### src/rtl/isdu_pkg.sv
// Shared types for the ISDU control unit: state encoding, datapath control word,
// opcode values and state classification helpers.
package isdu_pkg;

    localparam int unsigned CTR_W = 4;

    typedef enum logic [4:0] {
        S_HALTED, S_FETCH, S_FETCH_RD, S_LOAD_IR, S_PAUSE_IR1, S_PAUSE_IR2,
        S_DECODE, S_ADD, S_AND, S_NOT, S_BR_TEST, S_BR_TAKE, S_JMP,
        S_JSR_LINK, S_JSR_PC, S_LDR_ADDR, S_LDR_RD, S_LDR_WB,
        S_STR_ADDR, S_STR_DATA, S_STR_WR, S_LDI_ADDR, S_LDI_RD, S_LDI_IND,
        S_STI_ADDR, S_STI_RD, S_STI_IND, S_LED_LD, S_LED_WAIT, S_LED_REL
    } state_t;

    typedef struct packed {
        logic       ld_mar;
        logic       ld_mdr;
        logic       ld_ir;
        logic       ld_ben;
        logic       ld_cc;
        logic       ld_reg;
        logic       ld_pc;
        logic       ld_led;
        logic       gate_pc;
        logic       gate_mdr;
        logic       gate_alu;
        logic       gate_marmux;
        logic [1:0] pcmux;
        logic       drmux;
        logic       sr1mux;
        logic       sr2mux;
        logic       addr1mux;
        logic [1:0] addr2mux;
        logic [1:0] aluk;
    } ctrl_t;

    localparam ctrl_t CTRL_IDLE = '0;

    localparam logic [3:0] OP_BR    = 4'b0000;
    localparam logic [3:0] OP_ADD   = 4'b0001;
    localparam logic [3:0] OP_JSR   = 4'b0100;
    localparam logic [3:0] OP_AND   = 4'b0101;
    localparam logic [3:0] OP_LDR   = 4'b0110;
    localparam logic [3:0] OP_STR   = 4'b0111;
    localparam logic [3:0] OP_NOT   = 4'b1001;
    localparam logic [3:0] OP_LDI   = 4'b1010;
    localparam logic [3:0] OP_STI   = 4'b1011;
    localparam logic [3:0] OP_JMP   = 4'b1100;
    localparam logic [3:0] OP_PAUSE = 4'b1101;

    function automatic logic is_read(input state_t s);
        return s inside {S_FETCH_RD, S_LDR_RD, S_LDI_RD, S_STI_RD};
    endfunction

    function automatic logic is_write(input state_t s);
        return s == S_STR_WR;
    endfunction

endpackage

### src/rtl/mem_wait_ctr.sv
// Down-counter shared by all SRAM access states; zero marks the final access cycle.
module mem_wait_ctr #(
    parameter int unsigned WIDTH = 4
) (
    input  logic             clk,
    input  logic             rst_n,
    input  logic             load,
    input  logic [WIDTH-1:0] load_val,
    input  logic             dec,
    output logic             zero
);

    logic [WIDTH-1:0] cnt_q, cnt_d;

    always_comb begin
        cnt_d = cnt_q;
        if (load) begin
            cnt_d = load_val;
        end else if (dec && (cnt_q != '0)) begin
            cnt_d = cnt_q - 1'b1;
        end
    end

    always_ff @(posedge clk) begin
        if (!rst_n) begin
            cnt_q <= '0;
        end else begin
            cnt_q <= cnt_d;
        end
    end

    assign zero = (cnt_q == '0);

endmodule

### src/rtl/isdu_param.sv
// Instruction sequencing/decode unit: walks fetch, decode and execute states and
// drives datapath controls and active-low SRAM strobes with a parameterised access length.
module isdu_param
    import isdu_pkg::*;
#(
    parameter int unsigned MEM_WAIT    = 2,
    parameter bit          PAUSE_FETCH = 1'b0
) (
    input  logic        Clk,
    input  logic        Reset_n,
    input  logic        Run,
    input  logic        Continue,
    input  logic [15:0] IR,
    input  logic        BEN,
    output ctrl_t       Ctrl,
    output logic        Mem_CE,
    output logic        Mem_UB,
    output logic        Mem_LB,
    output logic        Mem_OE,
    output logic        Mem_WE,
    output state_t      State_o
);

    localparam logic [CTR_W-1:0] WAIT_LOAD = CTR_W'(MEM_WAIT - 1);

    state_t state_q, state_d;
    logic   ctr_zero, ctr_load, ctr_dec;
    logic   unused_ir;

    assign unused_ir = ^{IR[11:6], IR[4:0]};

    always_comb begin
        state_d = state_q;
        unique case (state_q)
            S_HALTED:    if (Run) state_d = S_FETCH;
            S_FETCH:     state_d = S_FETCH_RD;
            S_FETCH_RD:  if (ctr_zero) state_d = S_LOAD_IR;
            S_LOAD_IR:   state_d = PAUSE_FETCH ? S_PAUSE_IR1 : S_DECODE;
            S_PAUSE_IR1: if (Continue) state_d = S_PAUSE_IR2;
            S_PAUSE_IR2: if (!Continue) state_d = S_DECODE;
            S_DECODE: begin
                case (IR[15:12])
                    OP_ADD:   state_d = S_ADD;
                    OP_AND:   state_d = S_AND;
                    OP_NOT:   state_d = S_NOT;
                    OP_BR:    state_d = S_BR_TEST;
                    OP_JMP:   state_d = S_JMP;
                    OP_JSR:   state_d = S_JSR_LINK;
                    OP_LDR:   state_d = S_LDR_ADDR;
                    OP_STR:   state_d = S_STR_ADDR;
                    OP_LDI:   state_d = S_LDI_ADDR;
                    OP_STI:   state_d = S_STI_ADDR;
                    OP_PAUSE: state_d = S_LED_LD;
                    default:  state_d = S_FETCH;
                endcase
            end
            S_ADD, S_AND, S_NOT, S_JMP, S_JSR_PC, S_BR_TAKE, S_LDR_WB: state_d = S_FETCH;
            S_BR_TEST:   state_d = BEN ? S_BR_TAKE : S_FETCH;
            S_JSR_LINK:  state_d = S_JSR_PC;
            S_LDR_ADDR:  state_d = S_LDR_RD;
            S_LDR_RD:    if (ctr_zero) state_d = S_LDR_WB;
            S_STR_ADDR:  state_d = S_STR_DATA;
            S_STR_DATA:  state_d = S_STR_WR;
            S_STR_WR:    if (ctr_zero) state_d = S_FETCH;
            // Indirect forms rejoin the plain LDR/STR paths once MAR holds the pointer.
            S_LDI_ADDR:  state_d = S_LDI_RD;
            S_LDI_RD:    if (ctr_zero) state_d = S_LDI_IND;
            S_LDI_IND:   state_d = S_LDR_RD;
            S_STI_ADDR:  state_d = S_STI_RD;
            S_STI_RD:    if (ctr_zero) state_d = S_STI_IND;
            S_STI_IND:   state_d = S_STR_DATA;
            S_LED_LD:    state_d = S_LED_WAIT;
            S_LED_WAIT:  if (Continue) state_d = S_LED_REL;
            S_LED_REL:   if (!Continue) state_d = S_FETCH;
            default:     state_d = S_HALTED;
        endcase
    end

    always_ff @(posedge Clk) begin
        if (!Reset_n) begin
            state_q <= S_HALTED;
        end else begin
            state_q <= state_d;
        end
    end

    // Reload on entry to any access state, count down while still inside it.
    always_comb begin
        ctr_load = (is_read(state_d) || is_write(state_d)) && (state_d != state_q);
        ctr_dec  = (is_read(state_q) || is_write(state_q)) && !ctr_zero;
    end

    mem_wait_ctr #(.WIDTH(CTR_W)) u_wait_ctr (
        .clk      (Clk),
        .rst_n    (Reset_n),
        .load     (ctr_load),
        .load_val (WAIT_LOAD),
        .dec      (ctr_dec),
        .zero     (ctr_zero)
    );

    always_comb begin
        Ctrl   = CTRL_IDLE;
        Mem_OE = 1'b1;
        Mem_WE = 1'b1;
        case (state_q)
            S_FETCH: begin
                Ctrl.gate_pc = 1'b1;
                Ctrl.ld_mar  = 1'b1;
                Ctrl.pcmux   = 2'b10;
                Ctrl.ld_pc   = 1'b1;
            end
            S_FETCH_RD, S_LDR_RD, S_LDI_RD, S_STI_RD: begin
                Mem_OE      = 1'b0;
                Ctrl.ld_mdr = ctr_zero;
            end
            S_STR_WR: Mem_WE = 1'b0;
            S_LOAD_IR: begin
                Ctrl.gate_mdr = 1'b1;
                Ctrl.ld_ir    = 1'b1;
            end
            S_DECODE: Ctrl.ld_ben = 1'b1;
            S_ADD, S_AND, S_NOT: begin
                Ctrl.sr1mux   = 1'b1;
                Ctrl.sr2mux   = (state_q == S_NOT) ? 1'b0 : IR[5];
                Ctrl.aluk     = (state_q == S_ADD) ? 2'b00 : (state_q == S_AND) ? 2'b01 : 2'b10;
                Ctrl.gate_alu = 1'b1;
                Ctrl.ld_reg   = 1'b1;
                Ctrl.ld_cc    = 1'b1;
            end
            S_BR_TAKE: begin
                Ctrl.addr1mux = 1'b1;
                Ctrl.addr2mux = 2'b01;
                Ctrl.pcmux    = 2'b01;
                Ctrl.ld_pc    = 1'b1;
            end
            S_JMP: begin
                Ctrl.sr1mux   = 1'b1;
                Ctrl.addr2mux = 2'b11;
                Ctrl.pcmux    = 2'b01;
                Ctrl.ld_pc    = 1'b1;
            end
            S_JSR_LINK: begin
                Ctrl.gate_pc = 1'b1;
                Ctrl.drmux   = 1'b1;
                Ctrl.ld_reg  = 1'b1;
            end
            S_JSR_PC: begin
                Ctrl.addr1mux = 1'b1;
                Ctrl.addr2mux = 2'b00;
                Ctrl.pcmux    = 2'b01;
                Ctrl.ld_pc    = 1'b1;
            end
            S_LDR_ADDR, S_STR_ADDR: begin
                Ctrl.sr1mux      = 1'b1;
                Ctrl.addr2mux    = 2'b10;
                Ctrl.gate_marmux = 1'b1;
                Ctrl.ld_mar      = 1'b1;
            end
            S_LDR_WB: begin
                Ctrl.gate_mdr = 1'b1;
                Ctrl.ld_reg   = 1'b1;
                Ctrl.ld_cc    = 1'b1;
            end
            S_STR_DATA: begin
                Ctrl.aluk     = 2'b11;
                Ctrl.gate_alu = 1'b1;
                Ctrl.ld_mdr   = 1'b1;
            end
            S_LDI_ADDR, S_STI_ADDR: begin
                Ctrl.addr1mux    = 1'b1;
                Ctrl.addr2mux    = 2'b01;
                Ctrl.gate_marmux = 1'b1;
                Ctrl.ld_mar      = 1'b1;
            end
            S_LDI_IND, S_STI_IND: begin
                Ctrl.gate_mdr = 1'b1;
                Ctrl.ld_mar   = 1'b1;
            end
            S_LED_LD: Ctrl.ld_led = 1'b1;
            default: ;
        endcase
    end

    assign Mem_CE  = 1'b0;
    assign Mem_UB  = 1'b0;
    assign Mem_LB  = 1'b0;
    assign State_o = state_q;

endmodule

### config.mk
export PLATFORM = sky130hd
export DESIGN_NAME = isdu_param
export DESIGN_NICKNAME = d
export VERILOG_FILES = /design/src/rtl/isdu_pkg.sv /design/src/rtl/mem_wait_ctr.sv /design/src/rtl/isdu_param.sv
export SDC_FILE = /design/constraint.sdc
export NUM_CORES = 1
export LEC_CHECK = 0
export CAP_MARGIN = 5
export CORE_UTILIZATION = 50
export DETAILED_ROUTE_END_ITERATION = 7
export GPL_TIMING_DRIVEN = 0
export HOLD_SLACK_MARGIN = 0.12
export PLACE_DENSITY_LB_ADDON = 0.3
export REMOVE_ABC_BUFFERS = 1
export SYNTH_ARGS = -nofsm -noshare
export SYNTH_HDL_FRONTEND = slang
export SYNTH_SLANG_ARGS = --single-unit
### constraint.sdc
create_clock -name Clk -period 3.5 [get_ports Clk]
set_clock_uncertainty 0.15 [all_clocks]
set_input_delay 0.525 -clock Clk [delete_from_list [all_inputs] [get_ports Clk]]
set_output_delay 0.525 -clock Clk [all_outputs]
set_load 0.005 [all_outputs]
==> Yosys cells after proc, flatten, opt, wreduce, memory -nomap -nowiden <==
Memories as Yosys holds them, arrays and structs flattened.
Cells that the tools add are included.
{ "classes": {"n_eq_ne": 35, "n_reduce_logical": 31, "add_sub_neg": 1, "n_mux": 38, "bitwise_logic": 1} }
{ "ops": {"columns": ["cell", "count"], "rows": [
  ["$pmux W5 S22", 1],
  ["$eq A5 B5 Y1 const B", 18],
  ["$mux W5", 10],
  ["$eq A5 B4 Y1 const B", 8],
  ["$reduce_or A4 Y1", 7],
  ["$eq A5 B3 Y1 const B", 4],
  ["$mux W1", 20],
  ["$eq A5 B2 Y1 const B", 3],
  ["$reduce_or A7 Y1", 2],
  ["$reduce_bool A4 Y1", 3],
  ["$reduce_or A2 Y1", 5],
  ["$reduce_or A3 Y1", 3],
  ["$pmux W2 S2", 2],
  ["$pmux W2 S3", 1],
  ["$reduce_or A6 Y1", 1],
  ["$eq A5 B1 Y1 const B", 1],
  ["$logic_not A5 Y1", 1],
  ["$ne A5 B5 Y1", 1],
  ["$reduce_or A5 Y1", 1],
  ["$logic_not A4 Y1", 1],
  ["$mux W2", 2],
  ["$mux W4", 1],
  ["$sub A4 B1 Y4 const B", 1],
  ["$logic_and A1 B1 Y1", 3],
  ["5 further kinds", 6]
]} }
{ "word_totals": {"mem_bits_ro": 80, "ff_bits": 9, "mem_count": 1, "in_bits": 21, "out_inout_bits": 32} }
{ "mem_list": {"columns": ["memory", "depth", "width", "read_ports", "rd_ports_with_merged_regs", "write_ports", "line_no", "rtl"], "rows": [
  ["(name not given)", 16, 5, 1, 0, 0, "isdu_param.sv:42", "case (IR[15:12])"]
]} }

==> Longest topological paths before layout <==
Gate-level depths: netlist (run 1).
{ "depth": {"depth_word": 8, "ltp_mapped": 10, "ltp_nobuf": 9} }

==> Hierarchy <==
From an unflattened synthesis (run 1), not the netlist that was laid out.
{ "hier_totals": {"cells_unflattened": 237, "hier_area_um2": 1614.0} }
{ "by_module_without_submodules": {"columns": ["mod", "area_each_um2", "seq_area_each_um2", "n_inst", "cells_each"], "rows": [
  ["isdu_param", 1357.6, 100.1, 1, 206],
  ["mem_wait_ctr", 256.5, 80.1, 1, 31]
]} }

==> Least setup slack after synthesis (run 1) <==
No wires, ideal clock.
{ "synth_path": {"kind": "input to register", "start": "input port IR[13]", "end": "register u_wait_ctr.cnt_q[0]", "t_required_ns": 3.234, "cell_stages": 8, "path_slack_ns": 1.008, "path_buffers": 1, "arrival_time_ns": 2.226, "setup_ns": 0.116, "cell_sequence": "buf_2 > or3b_2 > nand3_1 > a21oi_1 > o41a_2 > a31oi_1 > nand3_1 > o211a_1"} }
{ "synth_between": {"elab_chain_len": 7, "word_cells_on_any_way": 13, "cone_classes": "6 x eq/ne; 2 x mux; 4 x reduce/logical; 1 x memory"} }
{ "synth_lines": {"columns": ["element", "line_no", "rtl"], "rows": [
  ["from (decl)", "isdu_param.sv:13", "input logic [15:0] IR,"],
  ["$mem_v2 Z16 W5 (*)", null, null],
  ["$pmux W5 S22 (*)", "isdu_param.sv:34", "unique case (state_q)"],
  ["$eq A5 B2 Y1 or $eq A5 B5 Y1 (tied branches)", "isdu_pkg.sv:52", "return s inside {S_FETCH_RD, S_LDR_RD, S_LDI_RD, S_STI_RD};"],
  ["$reduce_bool A4 Y1", "isdu_pkg.sv:52", null],
  ["$logic_or A1 B1 Y1", "isdu_param.sv:89", "ctr_load = (is_read(state_d) || is_write(state_d)) && (state_d != state_q);"],
  ["$logic_and A1 B1 Y1 (*)", "isdu_param.sv:89", null],
  ["$mux W1 or $reduce_bool A2 Y1 (tied branches)", null, null],
  ["to (signal assigned)", "mem_wait_ctr.sv:28", "cnt_q <= cnt_d;"],
  ["to (decl)", "mem_wait_ctr.sv:13", "logic [WIDTH-1:0] cnt_q, cnt_d;"]
]} }
Every way passes the cells marked *; elsewhere a longest branch is shown, timed or not.
A chain may end at the register's enable or synchronous reset.

==> results.md, run 1 <==
- Period utilization: 94.4%
- Post-synthesis sequential area ratio: 9.80%
- # rows: 21
- Dpl cells: 323
- Tot GR Track Use: 26.1%
- WP data arrival: 2.63 ns
- Worst hold path type: flop to flop
- Crit path cell chain: clkinv_1 > nor2_1 > a32oi_1 > o22ai_1 > clkdlybuf4s50_1
- Status: completed
- Die Wd: 62.6 um
- CTS Hold Bufs: 0
- Diode count: 0
- Cells after synthesis: 263
- First-pass GRT wire length: 8.49 mm
- Crit path from: State_o[0]
- Critical Path RT: 2.82 ns
- CP Class: flop to output pin
- Post-place setup slack: -0.111 ns
- Gp weighted congestion: 0.848
- Pin count of the biggest net entering global routing: 40
- Endpoints failing hold: 0
- Input/output buffers: 38
- Max cap viols: 0
- Clk root buf: clkbuf_4
- # IOs: 53
- Initial antenna violation count: 0
- Filler-free cell count of the finished design: 327
- Final setup violating endpoints: 0
- Hold_sp: u_wait_ctr.cnt_q[0]
- Design Power: 1.30 mW
- Reg2reg path depth: 7
- Avg Cell Area, Syn: 6.99 um2
- CTS clk-pin slew, worst paths: 0.06 ns
- GRT overflow: 0
- Vias in the first global route: 1786
- Post-synth EDFFs: 0
- Crit-path max FO: 39
- Mapped Area: 1840 um2
- WL per Instance: 15.4 um
- Commonest cells after routing, fill and taps aside: clkdlybuf4s50_1, nand2_1, nor2_1, o21ai_0
- RSZ-0062 raised after global routing: false
- CP endpoint kind: output pin
- # H-tree levels: 1
- Clock Sink Count: 9
- Synth cell types: 77
- Vias: 2059
- Pins Over Slew Limit: 0
- Worst VDD drop: 0.000356 V
- Pre-antenna DRT Iters: 5
- Asr flop ratio synth: 0%
- Die ar.: 3920 um2
- Ys flop type: dfxtp_1
- Worst setup slack after layout: 0.197 ns
- Static Leakage: 0.758 nW
- Clock Path Buffers: 2
- Detailed placer's ending HPWL: 3.57 mm
- Chip Height: 62.6 um
- Reg-to-reg startpoint: State_o[0]
- Mean number of vias per cell: 6.30
- Core box area: 3420 um2
- Worst Max-Slew Pin Slew: 0.683 ns
- Crit path time final: 3.30 ns
- Hold Path Depth: 3
- FMAX: 0.303 GHz
- Pwr Density: 617 nW/um2
- Cts bufs inserted: 3
- Ys Warns: 0
- CTS tree: yes
- Seq cells post-synth: 9
- Commonest non-fill, non-tap cell in the layout: clkdlybuf4s50_1
- Slowest Stage Delay on Critical Path: 0.77 ns
- Initial DRC count: 295
- Latest clock arrival within the worst-skew pair: 0.26 ns
- Hold Slack: 0.551 ns
- Drt total wl: 5.04 mm
- Nets@finish: 304
- # DRC: 0
- Final ANT Viol Nets: 0
- Area growth from synthesis to layout: 14.9%
- Layout cell share with drive strength beyond 1: 11.4%
- Initial Utilization: 53.8%
- Worst slew margin: 54.5%
- Slowest stage cell, crit path: dfxtp_2
- Setup crit start kind: flop
==> cells by family (layout without fill, tap and decap cells) <==
group                    after synthesis  count (layout)  synth area share [%]
AND/OR/NAND/NOR                      132             132                  40.5
AO/OA/AOI/OAI                         80              80                  33.3
buffers and inverters                 35              51                  13.1
flip-flops                             9               9                  9.80
XOR/XNOR                               4               4                  1.91
adder cells (fa/ha/maj)                1               1                 0.681
other                                  1               3                 0.204
multiplexers                           1               1                 0.545
==> worst max-delay path: cells and delay by family, from the launching register on <==
| kind | cells | cell delay [ns] |
|---|---|---|
| AO/OA/AOI/OAI | 2 | 0.28 |
| buffers and inverters | 2 | 0.99 |
| flip-flops | 1 | 0.77 |
| AND/OR/NAND/NOR | 1 | 0.32 |
==> final cells by class <==
cell class / count / area [um2]
Clock buffer: 4 / 26.3
Tap cell: 46 / 57.6
Sequential cell: 9 / 189
Fill cell: 339 / 1300
Multi-Input combinational cell: 221 / 1430
Inverter: 9 / 33.8
Timing Repair Buffer: 38 / 380
==> timing repair <==
action	CTS	global route
endpoints found under the setup margin	12	3
gates cloned	0	0
setup buffers	0	0
gates resized for setup	5	1
pin swaps	0	0
==> cell usage after synthesis (all sizes together) (2+ instances only) <==
cell / count / area (um2)
and2b: 3 / 27.5
nor3b: 4 / 35.0
nand3b: 3 / 22.5
a31oi: 5 / 31.3
or3: 4 / 31.3
o211ai: 3 / 22.5
clkbuf: 10 / 97.6
dfxtp: 9 / 180
inv: 8 / 30.0
nand4: 8 / 50.1
nor2b: 10 / 70.1
a22oi: 3 / 22.5
a221oi: 2 / 17.5
nand3: 11 / 55.1
or3b: 3 / 26.3
a21oi: 11 / 55.1
o21ai: 19 / 95.1
buf: 16 / 109
or4b: 2 / 20.0
and2: 4 / 25.0
and3: 2 / 12.5
nor3: 5 / 25.0
o22ai: 6 / 37.5
o211a: 4 / 40.0
xnor2: 4 / 35.0
nor2: 25 / 98.8
a2111oi: 3 / 45.1
nand2b: 10 / 62.6
o31ai: 3 / 22.5
nand2: 30 / 113
a32oi: 2 / 17.5
a21boi: 2 / 26.3
o21a: 2 / 16.3
==> final timing paths <==
check | slack [ns] | to
setup / recovery | 0.20 | Ctrl[21]
hold / removal | 0.55 | u_wait_ctr.cnt_q[0]
setup reg to reg | 0.60 | u_wait_ctr.cnt_q[1]
hold reg to reg | 0.55 | u_wait_ctr.cnt_q[0]
==> state kept, by name, indices dropped and copies added, names as in the netlist <==
register          cells
State_o               5
u_wait_ctr.cnt_q      4
==> layer usage <==
metal	part of all wire, %	track usage, %	routed length (um)	vias up
li1	-	-	-	1009
met1	45	38.5	2270	947
met2	47	39.0	2350	101
met3	8.0	3.65	405	2
met4	0.34	7.27	17	0
met5	0	0	0	-
==> report_power, final <==
group	total (mW)	switching (mW)	leakage (nW)	internal [mW]
Combinational	0.934	0.496	0.667	0.439
Clock	0.0816	0.0376	0.0150	0.0440
Sequential	0.288	0.149	0.0757	0.139
==> metrics by stage <==
| step | instance area, um2 | TNS, ns | utilization [%] |
|---|---|---|---|
| finish | 2110 | 0 | 61.8 |
| global route | 2110 | 0 | 61.8 |
| CTS | 2110 | 0 | 61.8 |
| detailed placement | 2080 | -0.399 | 60.8 |
| global placement | 2080 | -0.184 | 60.8 |
| floorplan | 1640 | 0 | - |
(Power assumes the default switching activity.)
==> run 2, diff against run 1 <==
--- a/config.mk
+++ b/config.mk
@@ -6,7 +6,9 @@
 export NUM_CORES = 1
 export LEC_CHECK = 0
 export CAP_MARGIN = 5
-export CORE_UTILIZATION = 50
+export CELL_PAD_IN_SITES_DETAIL_PLACEMENT = 0
+export CELL_PAD_IN_SITES_GLOBAL_PLACEMENT = 1
+export CORE_UTILIZATION = 37
 export DETAILED_ROUTE_END_ITERATION = 7
 export GPL_TIMING_DRIVEN = 0
 export HOLD_SLACK_MARGIN = 0.12
==> run 2 against run 1 <==
Non-clock buffer count unchanged. Sequential share of layout area decreased by 0.081 points. Register-to-register slack gained 0.10 ns. Critical path depth unchanged. Critical endpoint is now Ctrl[16]. Largest power group unchanged. Hold slack got worse by 0.029 ns. Count of clock-buffer cells in the layout is the same. Clock power grew 42%. Cell count rose by 6.4%.
==> results.md, run 2 (synthesized netlist as in run 1, its figures left out) <==
- Status: completed
- Crit path time final: 3.25 ns (-0.0568 ns)
- Pins Over Slew Limit: 0 (unchanged)
- Crit-path max FO: 29 (-26%)
- Initial Utilization: 38.7% (-15 points)
- Static Leakage: 0.766 nW (+1.1%)
- Input/output buffers: 38 (unchanged)
- Worst setup slack after layout: 0.254 ns (+0.0568 ns)
- Die ar.: 5250 um2 (+34%)
- Post-place setup slack: -0.164 ns (-0.0534 ns)
- CP endpoint kind: output pin
- Clock Path Buffers: 2 (unchanged)
- Max reg flops: 5 (unchanged)
- Pwr Density: 621 nW/um2 (+0.64%)
- Vias: 2018 (-2.0%)
- Post-CTS Setup Bufs: 0 (unchanged)
- # IOs: 53 (unchanged)
- Worst slew margin: 53.9% (-0.54 points)
- Dpl cells: 344 (+6.5%)
- Period utilization: 92.8% (-1.6 points)
- Final ANT Viol Nets: 0 (unchanged)
- First-pass GRT wire length: 8.83 mm (+4.0%)
- Clk root buf: clkbuf_8
- Design Power: 1.34 mW (+2.9%)
- Vias in the first global route: 1707 (-4.4%)
- Worst hold path type: flop to flop
- Final setup violating endpoints: 0 (unchanged)
- Mean number of vias per cell: 5.80 (-7.9%)
- Pin count of the biggest net entering global routing: 40 (unchanged)
- Gp weighted congestion: 0.808 (-4.7%)
- Commonest non-fill, non-tap cell in the layout: clkdlybuf4s50_1
- Endpoints failing hold: 0 (unchanged)
- CP Class: flop to output pin
- Cts bufs inserted: 3 (unchanged)
- FMAX: 0.308 GHz (+1.7%)
- Max cap viols: 0 (unchanged)
- Initial antenna violation count: 0 (unchanged)
- Initial DRC count: 231 (-22%)
- Chip Height: 72.5 um (+16%)
- WL per Instance: 15.5 um (+0.73%)
- Latest clock arrival within the worst-skew pair: 0.23 ns (-0.03 ns)
- Layout cell share with drive strength beyond 1: 11.4% (unchanged)
- # DRC: 0 (unchanged)
- Filler-free cell count of the finished design: 348 (+6.4%)
- Core box area: 4750 um2 (+39%)
- Pre-antenna DRT Iters: 5 (unchanged)
- GRT overflow: 0 (unchanged)
- Worst Max-Slew Pin Slew: 0.691 ns (+0.00817 ns)
- Die Wd: 72.5 um (+16%)
- TNS Setup: 0 ns (unchanged)
- CTS Hold Bufs: 0 (unchanged)
- Clock Sink Count: 9 (unchanged)
- RSZ-0062 raised after global routing: false
- Drt total wl: 5.41 mm (+7.2%)
- Critical Path RT: 2.82 ns (about the same)
- Diode count: 0 (unchanged)
- WP data arrival: 2.57 ns (-0.06 ns)
- Tot GR Track Use: 21.1% (-5.0 points)
- CTS tree: yes
- Commonest cells after routing, fill and taps aside: clkdlybuf4s50_1, nand2_1, nor2_1, o21ai_0
- # H-tree levels: 1 (unchanged)
- # rows: 25 (+19%)
- Area growth from synthesis to layout: 17.5%
- Detailed placer's ending HPWL: 3.85 mm (+8.0%)
- CTS clk-pin slew, worst paths: 0.04 ns (-0.02 ns)
- Setup crit start kind: flop
- Nets@finish: 304 (unchanged)
- Worst VDD drop: 0.000272 V (-24%)
run 2: changes by cell type in the layout (fill, tap and decap cells not counted):
cell / delta
clkbuf_8: +3
dfxtp_2: -1
clkbuf_4: -3
dfxtp_4: +1
run 2: per-stage QoR:
step	util, %	instance area (um2)	hold slack [ns]
final	45.4	2160	0.522
after global routing	45.4	2160	0.580
after floorplan	-	1640	0.444
after global placement	44.2	2100	0.486
after detailed placement	44.2	2100	0.510
after CTS	45.3	2150	0.519
run 2: timing repair:
action	4_1_cts	5_1_grt
endpoints found under the setup margin	12	5
pin swaps	0	0
gates resized for setup	5	2
run 2: final cells by class:
cell class                      instances  area, um2
Tap cell                               67       83.8
Multi-Input combinational cell        221       1430
Timing Repair Buffer                   38        380
Fill cell                             519       2590
Inverter                                9       33.8
Sequential cell                         9        191
Clock buffer                            4       45.0
run 2: routing by layer:
metal / vias up / global-route usage (%) / wire, um
met3: 0 / 2.08 / 335
li1: 1003 / - / -
met1: 932 / 32.9 / 2600
met2: 83 / 32.1 / 2470
met4: 0 / 1.96 / 0
met5: - / 0 / 0
run 2: where the power goes:
group / internal, mW / leakage, nW / switching, mW / total, mW
sequential: 0.142 / 0.0760 / 0.149 / 0.291
combinational: 0.439 / 0.667 / 0.496 / 0.935
clock: 0.0790 / 0.0228 / 0.0366 / 0.116
total: 0.660 / 0.766 / 0.681 / 1.34
run 2: worst paths after layout:
path	from	end	slack, ns	cells past startpoint
hold / removal	u_wait_ctr.cnt_q[3]	u_wait_ctr.cnt_q[3]	0.52	3
setup / recovery	State_o[2]	Ctrl[16]	0.25	5
hold reg to reg	u_wait_ctr.cnt_q[3]	u_wait_ctr.cnt_q[3]	0.52	3
setup reg to reg	State_o[3]	u_wait_ctr.cnt_q[0]	0.70	7
run 2: worst max-delay path, stage by stage, from the launching register on:
cell and delay [ns]:
dfxtp_2 0.67, nor2b_1 0.49, a21boi_0 0.22, o31ai_1 0.31
nand2b_1 0.15, clkdlybuf4s50_1 0.50
==> run 3, diff against run 2 <==
==> constraint.sdc (replaced) <==
create_clock -name Clk -period 3.5 [get_ports Clk]
set_clock_uncertainty 0.15 [all_clocks]
set_input_delay 0.35 -clock Clk [delete_from_list [all_inputs] [get_ports Clk]]
set_output_delay 0.35 -clock Clk [all_outputs]
set_load 0.005 [all_outputs]
==> run 3 against run 2 <==
Register-to-register slack worse by 0.11 ns. Design area shrank 0.12%. Highest routed layer unchanged. Critical path type unchanged. Largest cell class unchanged. Combinational power about the same. Cell count unchanged. Critical path depth unchanged. First-iteration DRC count unchanged. Core utilization fell by 0.053 points.
==> results.md, run 3 (synthesized netlist as in run 1, its figures left out) <==
- Clock Sink Count: 9 (unchanged)
- Final setup violating endpoints: 0 (unchanged)
- WL per Instance: 15.4 um (-0.87%)
- Final ANT Viol Nets: 0 (unchanged)
- Worst hold path type: flop to flop
- Multi-input gate area: 1430 um2 (unchanged)
- Reg-to-reg startpoint: State_o[0]
- Endpoints failing hold: 0 (unchanged)
- Max cap viols: 0 (unchanged)
- CTS tree: yes
- Vias in the first global route: 1707 (unchanged)
- Cts bufs inserted: 3 (unchanged)
- Initial DRC count: 231 (unchanged)
- Latest clock arrival within the worst-skew pair: 0.23 ns (about the same)
- Area growth from synthesis to layout: 17.4%
- Filler-free cell count of the finished design: 348 (unchanged)
- Reg2reg path depth: 7 (unchanged)
- Worst VDD drop: 0.000270 V (-0.95%)
- Worst R2R End: u_wait_ctr.cnt_q[0]
- Sequential Area: 189 um2 (-1.3%)
- CTS clk-pin slew, worst paths: 0.04 ns (about the same)
- Flop2flop setup slack: 0.59 ns (-0.11 ns)
- RSZ-0062 raised after global routing: false
- Commonest cells after routing, fill and taps aside: clkdlybuf4s50_1, nand2_1, nor2_1, o21ai_0
- Crit-path max FO: 39 (+34%)
- Core box area: 4750 um2 (unchanged)
- PostCTS Resize Cnt: 2 (-3)
- Initial antenna violation count: 0 (unchanged)
- Dpl cells: 344 (unchanged)
- WP data arrival: 2.66 ns (+0.09 ns)
- CTS Hold Bufs: 0 (unchanged)
- Pre-antenna DRT Iters: 4 (-1)
- Drt total wl: 5.36 mm (-0.87%)
- Chip Height: 72.5 um (unchanged)
- Detailed placer's ending HPWL: 3.85 mm (unchanged)
- GRT overflow: 0 (unchanged)
- Mean number of vias per cell: 5.74 (-0.94%)
- Hold Slack: 0.522 ns (+0.000130 ns)
- Hold Path Sink: u_wait_ctr.cnt_q[3]
- Crit path time final: 3.16 ns (-0.0878 ns)
- TNS Setup: 0 ns (unchanged)
- Input/output buffers: 38 (unchanged)
- Clk root buf: clkbuf_8
- Pins Over Slew Limit: 0 (unchanged)
- # IOs: 53 (unchanged)
- Initial Utilization: 38.7% (unchanged)
- Static Leakage: 0.766 nW (about the same)
- Nets@finish: 304 (unchanged)
- FMAX: 0.317 GHz (+2.8%)
- # DRC: 0 (unchanged)
- Hold_sp: u_wait_ctr.cnt_q[3]
- Clock Path Buffers: 2 (unchanged)
- Die ar.: 5250 um2 (unchanged)
- Gp weighted congestion: 0.808 (unchanged)
- Period utilization: 90.2% (-2.5 points)
- Setup crit start kind: flop
- Tot GR Track Use: 21.1% (unchanged)
- Worst slew margin: 54.1% (+0.21 points)
- Post-place setup slack: 0.0111 ns (+0.175 ns)
- Worst Max-Slew Pin Slew: 0.688 ns (-0.00321 ns)
- Critical Path RT: 3.00 ns (+0.18 ns)
- Max reg flops: 5 (unchanged)
- Die Wd: 72.5 um (unchanged)
- Worst setup slack after layout: 0.341 ns (+0.0878 ns)
- Commonest non-fill, non-tap cell in the layout: clkdlybuf4s50_1
- Hold Path Depth: 3 (unchanged)
- # H-tree levels: 1 (unchanged)
- Layout cell share with drive strength beyond 1: 11.4% (unchanged)
- Status: completed
- Pwr Density: 621 nW/um2 (about the same)
- Vias: 1999 (-0.94%)
- # rows: 25 (unchanged)
- CP Class: flop to output pin
- Number of fill cells in the layout: 521 (+0.39%)
- First-pass GRT wire length: 8.83 mm (unchanged)
- CP endpoint kind: output pin
- Post-CTS Setup Bufs: 0 (unchanged)
- Pin count of the biggest net entering global routing: 40 (unchanged)
- Diode count: 0 (unchanged)
-- run 3: how the worst max path moves through the flow --
stage	end	cells past startpoint	slack (ns)	start
global route	Ctrl[20]	6	0.16	State_o[0]
global placement	Ctrl[21]	5	-0.03	State_o[0]
CTS	Ctrl[16]	5	0.07	State_o[2]
floorplan	u_wait_ctr.cnt_q[0]	7	0.73	State_o[0]
detailed placement	Ctrl[21]	5	0.01	State_o[0]
finish	Ctrl[21]	5	0.34	State_o[0]
-- run 3: where the power goes --
part           switching, mW  total, mW  internal [mW]
clock                 0.0366      0.116         0.0790
sequential             0.149      0.288          0.139
combinational          0.496      0.935          0.439
-- run 3: cell type report --
class	count	share of cell area, %
repair buffers	38	17.6
clock buffers	4	2.09
multi-input cells	221	66.1
inverters	9	1.57
flip-flops and latches	9	8.76
well taps	67	3.89
-- run 3: routing by layer --
metal | share of wire, % | wire, um | GRT usage, % | vias to the layer above
met5 | 0 | 0 | 0 | -
met4 | 0 | 0 | 1.96 | 0
met3 | 6.2 | 333 | 2.08 | 0
met2 | 46 | 2460 | 32.1 | 76
met1 | 48 | 2570 | 32.9 | 920
li1 | - | - | - | 1003
-- run 3: critical path, cell delays in order (launching register included) --
cell and delay (ns):
dfxtp_2 0.77, clkinv_1 0.48, nor2_1 0.36, a32oi_1 0.12, o22ai_1 0.17, clkdlybuf4s50_1 0.52
-- run 3: through the flow --
step                      utilization, %  area [um2]  total power, mW
final                               45.4        2160             1.34
after global routing                45.4        2160             1.46
after CTS                           45.2        2150             1.34
after detailed placement            44.2        2100             1.22
after global placement              44.2        2100             1.21
after floorplan                        -        1640            0.893
